--- src/rtl/image_loader.sv ---
// ============================================================================
// Module   : image_loader
// Purpose  : Packs a valid/ready byte stream into 16-bit words and writes them
//            sequentially into the 1-bpp VGA frame RAM, one frame per start.
// Revision : 1.0  initial release
// ============================================================================
`default_nettype none

module image_loader #(
  parameter int WORDS      = 7500,
  parameter int ADDR_WIDTH = $clog2(WORDS)
) (
  input  logic                  clk,
  input  logic                  rst_n,
  input  logic                  i_frame_start,
  input  logic [7:0]            i_data,
  input  logic                  i_valid,
  output logic                  o_ready,
  output logic [ADDR_WIDTH-1:0] o_w_address,
  output logic [15:0]           o_w_data,
  output logic                  o_w_enable,
  output logic                  o_busy,
  output logic                  o_frame_done,
  output logic                  o_overrun
);

  localparam logic [1:0] S_IDLE  = 2'd0;
  localparam logic [1:0] S_LOW   = 2'd1;
  localparam logic [1:0] S_HIGH  = 2'd2;
  localparam logic [1:0] S_WRITE = 2'd3;

  localparam logic [ADDR_WIDTH-1:0] C_LAST = ADDR_WIDTH'(WORDS - 1);

  logic [1:0]            r_state;
  logic [ADDR_WIDTH-1:0] r_count;
  logic [7:0]            r_low;
  logic [ADDR_WIDTH-1:0] r_w_address;
  logic [15:0]           r_w_data;
  logic                  r_w_enable;
  logic                  r_frame_done;
  logic                  r_overrun;
  logic                  w_accept;

  assign o_ready     = (r_state != S_WRITE);
  assign o_busy      = (r_state != S_IDLE);
  // A start pulse takes priority, so the byte on the bus that cycle is left pending.
  assign w_accept    = i_valid && o_ready && !i_frame_start;

  assign o_w_address = r_w_address;
  assign o_w_data    = r_w_data;
  assign o_w_enable  = r_w_enable;
  assign o_overrun   = r_overrun;
  // A restart during the final write cancels the completion report for that frame.
  assign o_frame_done = r_frame_done && !i_frame_start;

  always_ff @(posedge clk or negedge rst_n) begin
    if (!rst_n) begin
      r_state      <= S_IDLE;
      r_count      <= '0;
      r_low        <= '0;
      r_w_address  <= '0;
      r_w_data     <= '0;
      r_w_enable   <= 1'b0;
      r_frame_done <= 1'b0;
      r_overrun    <= 1'b0;
    end else begin
      r_w_enable   <= 1'b0;
      r_frame_done <= 1'b0;
      if (i_frame_start) begin
        r_state <= S_LOW;
        r_count <= '0;
        r_low   <= '0;
      end else begin
        case (r_state)
          S_IDLE: begin
            if (w_accept) r_overrun <= 1'b1;
          end
          S_LOW: begin
            if (w_accept) begin
              r_low   <= i_data;
              r_state <= S_HIGH;
            end
          end
          S_HIGH: begin
            if (w_accept) begin
              r_w_data     <= {i_data, r_low};
              r_w_address  <= r_count;
              r_w_enable   <= 1'b1;
              r_frame_done <= (r_count == C_LAST);
              r_state      <= S_WRITE;
            end
          end
          default: begin
            if (r_count == C_LAST) begin
              r_count <= '0;
              r_state <= S_IDLE;
            end else begin
              r_count <= r_count + 1'b1;
              r_state <= S_LOW;
            end
          end
        endcase
      end
    end
  end

endmodule

`default_nettype wire

--- config.mk ---
export PLATFORM = sky130hd
export DESIGN_NAME = image_loader
export DESIGN_NICKNAME = d
export VERILOG_FILES = /design/src/rtl/image_loader.sv
export SDC_FILE = /design/constraint.sdc
export NUM_CORES = 1
export LEC_CHECK = 0
export ABC_AREA = 1
export ABC_CLOCK_PERIOD_IN_PS = 4200
export BUFFER_PORTS_ARGS = -buffer_cell sky130_fd_sc_hd__buf_2
export CORE_MARGIN = 2
export CORE_UTILIZATION = 59
export CTS_CLUSTER_SIZE = 40
export DETAILED_ROUTE_END_ITERATION = 10
export PLACE_DENSITY = 0.8
export SLEW_MARGIN = 30
export SYNTH_ARGS = -nofsm -noshare
export SYNTH_HDL_FRONTEND = slang
export SYNTH_SLANG_ARGS = --single-unit
--- constraint.sdc ---
create_clock -name clk -period 4.2 [get_ports clk]
set_input_delay 0.84 -clock clk [delete_from_list [all_inputs] [get_ports clk]]
set_output_delay 0.84 -clock clk [all_outputs]
set_load 0.01 [all_outputs]
==> out/results.ini, run 1 <==
[outcome]
outcome=finished, final reports clean

[timing]
fin_crit_sh_pct=53.41
worst_slack_ns=1.957
worstMarginPinSlew_ns=0.7321
drv_slew=0
final_hold_viol_count=0
tns_ns=0
maxSlewHeadroom_pct=51.19
setup_violations=0
rsz0062_at_grt=no
layout_min_cycle_time_ns=2.243
timing.fmax_mhz=445.8
fin_skew_ns=0.005486

[synthesis]
synth_seq_area_share_pct=54.95
synth_largest_area_cell=dfrtp_1
yosys-top-cells-area=dfrtp_1 (55%), nand2_1 (11%), inv_1 (5.7%)
synth_top_area_share_pct=54.95
synth_area_sq_um=2505
ys_types=27
synthCells=278
synth-seq-cells=55
syn_nets=295
yosysWarnings=0
synth_area_per_cell_sq_um=9.010

[routing]
drt_iter0_drc=126
vias=1941
drtAntennaViolNets=0
viasPerCell=5.162
route.detailed.wl_per_inst_microns=12.75
drc=0
wl_microns=4793
drtPass1Iterations=4

[global_route]
grt-ovfl-total=0
grt_use_total_pct=21.19
grt_max_degree=58
grt_pass1_vias=1791
grt_first_pass_wirelength_microns=8148
grt_antenna_before_repair=0

[floorplan]
coreArea_sq_um=4058
initial_core_util_pct=61.73
ios=46
die_x_microns=69.16
die_y_microns=69.16
die-area_sq_um=4783
core.rowCount=23

[clock_tree]
clock_latency_ns=0.31
cts_hold_buf=0
cts_tree=built
clk_path_buf_depth=2
h-tree-depth=2
ctsRootBufferMaster=clkbuf_8
cts_setup_buffers=0
clkTransAtPathRegs_ns=0.10
cts_resized=0
numCtsBuffers=5
numClockSinks=55

[setup_path]
critical_path_class=reg2reg
cp-end-kind=flop
regToRegEndpoint=o_w_data[6]
worst-r2r-setup-slack_ns=1.96
worstReg2RegStart=r_state[0]
reg2regPathDepth=6
cp.arrival_ns=2.45
critPathLaunch=r_state[0]
cp_max_fo=57
crit_path_start_kind=flop
cp.required_ns=4.41
crit_end=o_w_data[6]

[layout]
drive_gt1_share_pct=22.09
layout.nets=342
area_growth_pct=12.94
final_cell_mix=nand2_1 (72), dfrtp_1 (55), buf_2 (45)
fin_cells=376
antenna_cells=0
final_common_cell=nand2_1

[min_path]
min_path_type=reg2reg

[placed_design]
dp_hpwl_microns=3391
portBuffers=45
gp_congestion=0.9043
dpl.cell_count=368
preCtsSetupSlack_ns=2.031

[job]
max_cap_violations=0

[pwr]
powerDensity_nw_per_um2=479.0
leakage_uw=0.001450
ir_drop_uv=337.1

-- power by group --
group	internal, uW	total [uW]	leakage, uW	switching [uW]
logic	146	381	0.000664	235
clock network	117	290	0.0000412	173
registers	630	685	0.000745	54.5
total	893	1360	0.00145	462
-- stage by stage --
stage          instance area, sq um  utilization, %  hold slack [ns]  power (uW)
6_report                       2829           69.72           0.4884        1355
5_1_grt                        2829           69.72           0.5092        1444
4_1_cts                        2828           69.69           0.4907        1364
3_5_place_dp                   2743           67.59           0.4548        1079
3_3_place_gp                   2743           67.59           0.4518        1064
2_1_floorplan                  2505               -           0.4709       938.2
-- metal layers --
metal | vias to the layer above | global-route usage [%] | wire [microns]
met5 | - | 0 | 0
met3 | 7 | 5.556 | 315
met4 | 0 | 5.882 | 61
li1 | 973 | - | -
met1 | 898 | 30.07 | 2224
met2 | 63 | 32.48 | 2191
-- Yosys cell counts --
| cell | n |
|---|---|
| buf_6 | 3 |
| nand2_4 | 1 |
| buf_2 | 1 |
| nor2_1 | 23 |
| ha_1 | 5 |
| nand3b_1 | 1 |
| clkbuf_1 | 1 |
| o211ai_1 | 1 |
| buf_8 | 1 |
| nand3_1 | 13 |
| nor3_1 | 1 |
| o21bai_1 | 1 |
| o21ai_1 | 12 |
| inv_1 | 38 |
| o21ai_0 | 11 |
| a21boi_0 | 1 |
| o22ai_1 | 8 |
| xor2_1 | 5 |
| o21ai_2 | 11 |
| nand2_1 | 72 |
| nand4_1 | 5 |
| nor3_4 | 1 |
| nor2_4 | 2 |
| dfrtp_1 | 55 |
| a21oi_1 | 1 |
| inv_2 | 3 |
| inv_4 | 1 |
-- kinds of logic after synthesis --
family / after synthesis / share of synthesized area (%)
compound gates: 46 / 11.54
xor+xnor: 5 / 1.748
fa+ha+maj: 5 / 2.498
buf+inv: 48 / 8.691
flops: 55 / 54.95
simple gates: 119 / 20.58
-- worst min path at each step --
stage,from,to,cells past startpoint
after global placement,o_w_address[8],o_w_address[8],2
after detailed placement,o_w_address[8],o_w_address[8],2
final,o_w_address[10],o_w_address[10],2
after floorplan,r_count[9],r_count[9],2
after CTS,o_w_data[9],o_w_data[9],2
after global routing,o_w_data[7],o_w_data[7],2
-- registers in the layout, summed over array words and instances, names as in the netlist --
signal,cells
o_w_data,16
r_low,8
o_w_enable,1
r_count,13
r_frame_done,1
r_state,2
o_overrun,1
o_w_address,13
-- worst max-delay path: stages, from the launching register on --
cell      delay [ns]
dfrtp_1         0.43
ha_1            0.30
inv_4           0.12
nand2_4         0.07
nor3_4          0.18
clkinv_2        0.61
o21ai_0         0.41
-- final cells by class --
class                      count  area (sq um)
sequential                    55          1376
fill                         315          1229
multi-input combinational    175         910.9
timing repair buffer          46         232.7
inverter                      42         161.4
clock buffer                   6         72.57
tap                           50         62.56
clock inverter                 2         12.51
No activity file was read; power rests on OpenSTA's default activity.
==> run 2: changes to the inputs <==
Settings changed: ABC_CLOCK_PERIOD_IN_PS 4200 to 2300, CORE_UTILIZATION 59 to 55, PLACE_DENSITY 0.8 to 0.75.
Clock period 4.2 ns to 2.3 ns, I/O delays scaled along.
==> run 2 against run 1 <==
Effect of this change: clock power grew to 2.5 times the previous value; power grew 99%; clock skew grew 0.0031 ns; final area is 2.4% higher; global-route usage up 0.061 points; count of clock-buffer cells in the layout did not move; setup slack worse by 1.4 ns; sequential cell count did not move; non-clock buffer count grew 1.
==> out/results.ini, run 2 (synthesized netlist as in run 1, its figures left out) <==
[floorplan]
die-area_sq_um=5110
die_x_microns=71.49
core.rowCount=24
coreArea_sq_um=4384
ios=46
die_y_microns=71.49
initial_core_util_pct=57.13

[job]
max_cap_violations=0

[outcome]
outcome=finished, final reports clean

[clock_tree]
cts_hold_buf=0
h-tree-depth=2
cts_setup_buffers=0
clk_path_buf_depth=2
ctsRootBufferMaster=clkbuf_8
cts_resized=0
cts_tree=built
clock_latency_ns=0.31
clkTransAtPathRegs_ns=0.09
numCtsBuffers=5
numClockSinks=55

[routing]
drt_iter0_drc=167
route.detailed.wl_per_inst_microns=12.90
wl_microns=4890
drc=0
drtPass1Iterations=4
vias=1965
drtAntennaViolNets=0
viasPerCell=5.185

[timing]
fin_crit_sh_pct=75.27
maxSlewHeadroom_pct=55.37
drv_slew=0
fin_skew_ns=0.008574
timing.fmax_mhz=577.6
setup_violations=0
layout_min_cycle_time_ns=1.731
rsz0062_at_grt=no
tns_ns=0
final_hold_viol_count=0
worstMarginPinSlew_ns=0.6695

[global_route]
grt_max_degree=56
grt_pass1_vias=1886
grt_use_total_pct=21.25
grt_antenna_before_repair=0
grt-ovfl-total=0
grt_first_pass_wirelength_microns=8569

[setup_path]
cp.required_ns=1.84
crit_path_start_kind=flop
cp_cell_sequence=ha_1 > inv_4 > buf_2
cp.arrival_ns=1.27
cp_max_fo=5
slowest_stage=dfrtp_1
cp-end-kind=output pin
critical-path-max-stage-delay_ns=0.42
critical_path_class=reg2out

[placed_design]
gp_congestion=0.8821
portBuffers=45
dp_hpwl_microns=3595

[layout]
area_growth_pct=15.68
drive_gt1_share_pct=22.32
antenna_cells=0
final_common_cell=nand2_1
largest_reg_flops=16
layout.nets=343
final_cell_mix=nand2_1 (72), dfrtp_1 (55), buf_2 (45)

[pwr]
ir_drop_uv=541.8
total_power_uw=2690
powerDensity_nw_per_um2=928.5
leakage_uw=0.001485

[min_path]
min_path_type=in2async

[run 2: critical path, delay by kind of cell (launching register included)]
kind	cells	cell delay, ns
adder cells (fa/ha/maj)	1	0.30
buffers and inverters	2	0.26
flip-flops	1	0.42
[run 2: path summary, 6_finish.rpt]
check	from	endpoint	slack (ns)	cells past startpoint
setup / recovery	r_state[0]	o_ready	0.57	3
hold / removal	rst_n	o_w_data[15]	0.26	2
setup reg to reg	r_state[0]	o_w_address[6]	0.59	8
hold reg to reg	o_w_address[4]	o_w_address[4]	0.48	2
max in group asynchronous	rst_n	o_w_data[11]	1.59	2
min in group clk	i_data[1]	o_w_data[9]	0.42	3
[run 2: through the flow]
| step | instances | setup WS (ns) | util, % | hold WS, ns | cell area (sq um) |
|---|---|---|---|---|---|
| final | 379 | 0.5688 | 66.10 | 0.2583 | 2898 |
| after global routing | 379 | 0.4584 | 66.10 | 0.3266 | 2898 |
| after CTS | 379 | 0.5601 | 66.10 | 0.2889 | 2898 |
| after detailed placement | 371 | 0.5838 | 63.07 | 0.4642 | 2765 |
| after global placement | 371 | 0.6782 | 63.07 | 0.4610 | 2765 |
| after floorplan | 278 | 0.7546 | - | 0.1644 | 2505 |
[run 2: power breakdown]
group / total, uW / internal (uW) / switching (uW)
clock: 737 / 435 / 302
combinational: 706 / 273 / 434
sequential: 1250 / 1150 / 96.7
total: 2690 / 1860 / 833
[run 2: cell type report]
| type | instances | area, sq um |
|---|---|---|
| fill | 377 | 1486 |
| sequential | 55 | 1376 |
| multi-input combinational | 175 | 910.9 |
| timing repair buffer | 47 | 252.7 |
| inverter | 42 | 160.2 |
| clock buffer | 6 | 72.57 |
| tap | 52 | 65.06 |
| clock inverter | 2 | 60.06 |
[run 2: routing by layer]
layer | routed length [microns] | vias up | track usage, %
li1 | - | 984 | -
met1 | 2251 | 910 | 30.86
met2 | 2261 | 66 | 32.92
met3 | 319 | 5 | 3.516
met4 | 57 | 0 | 6.918
met5 | 0 | - | 0
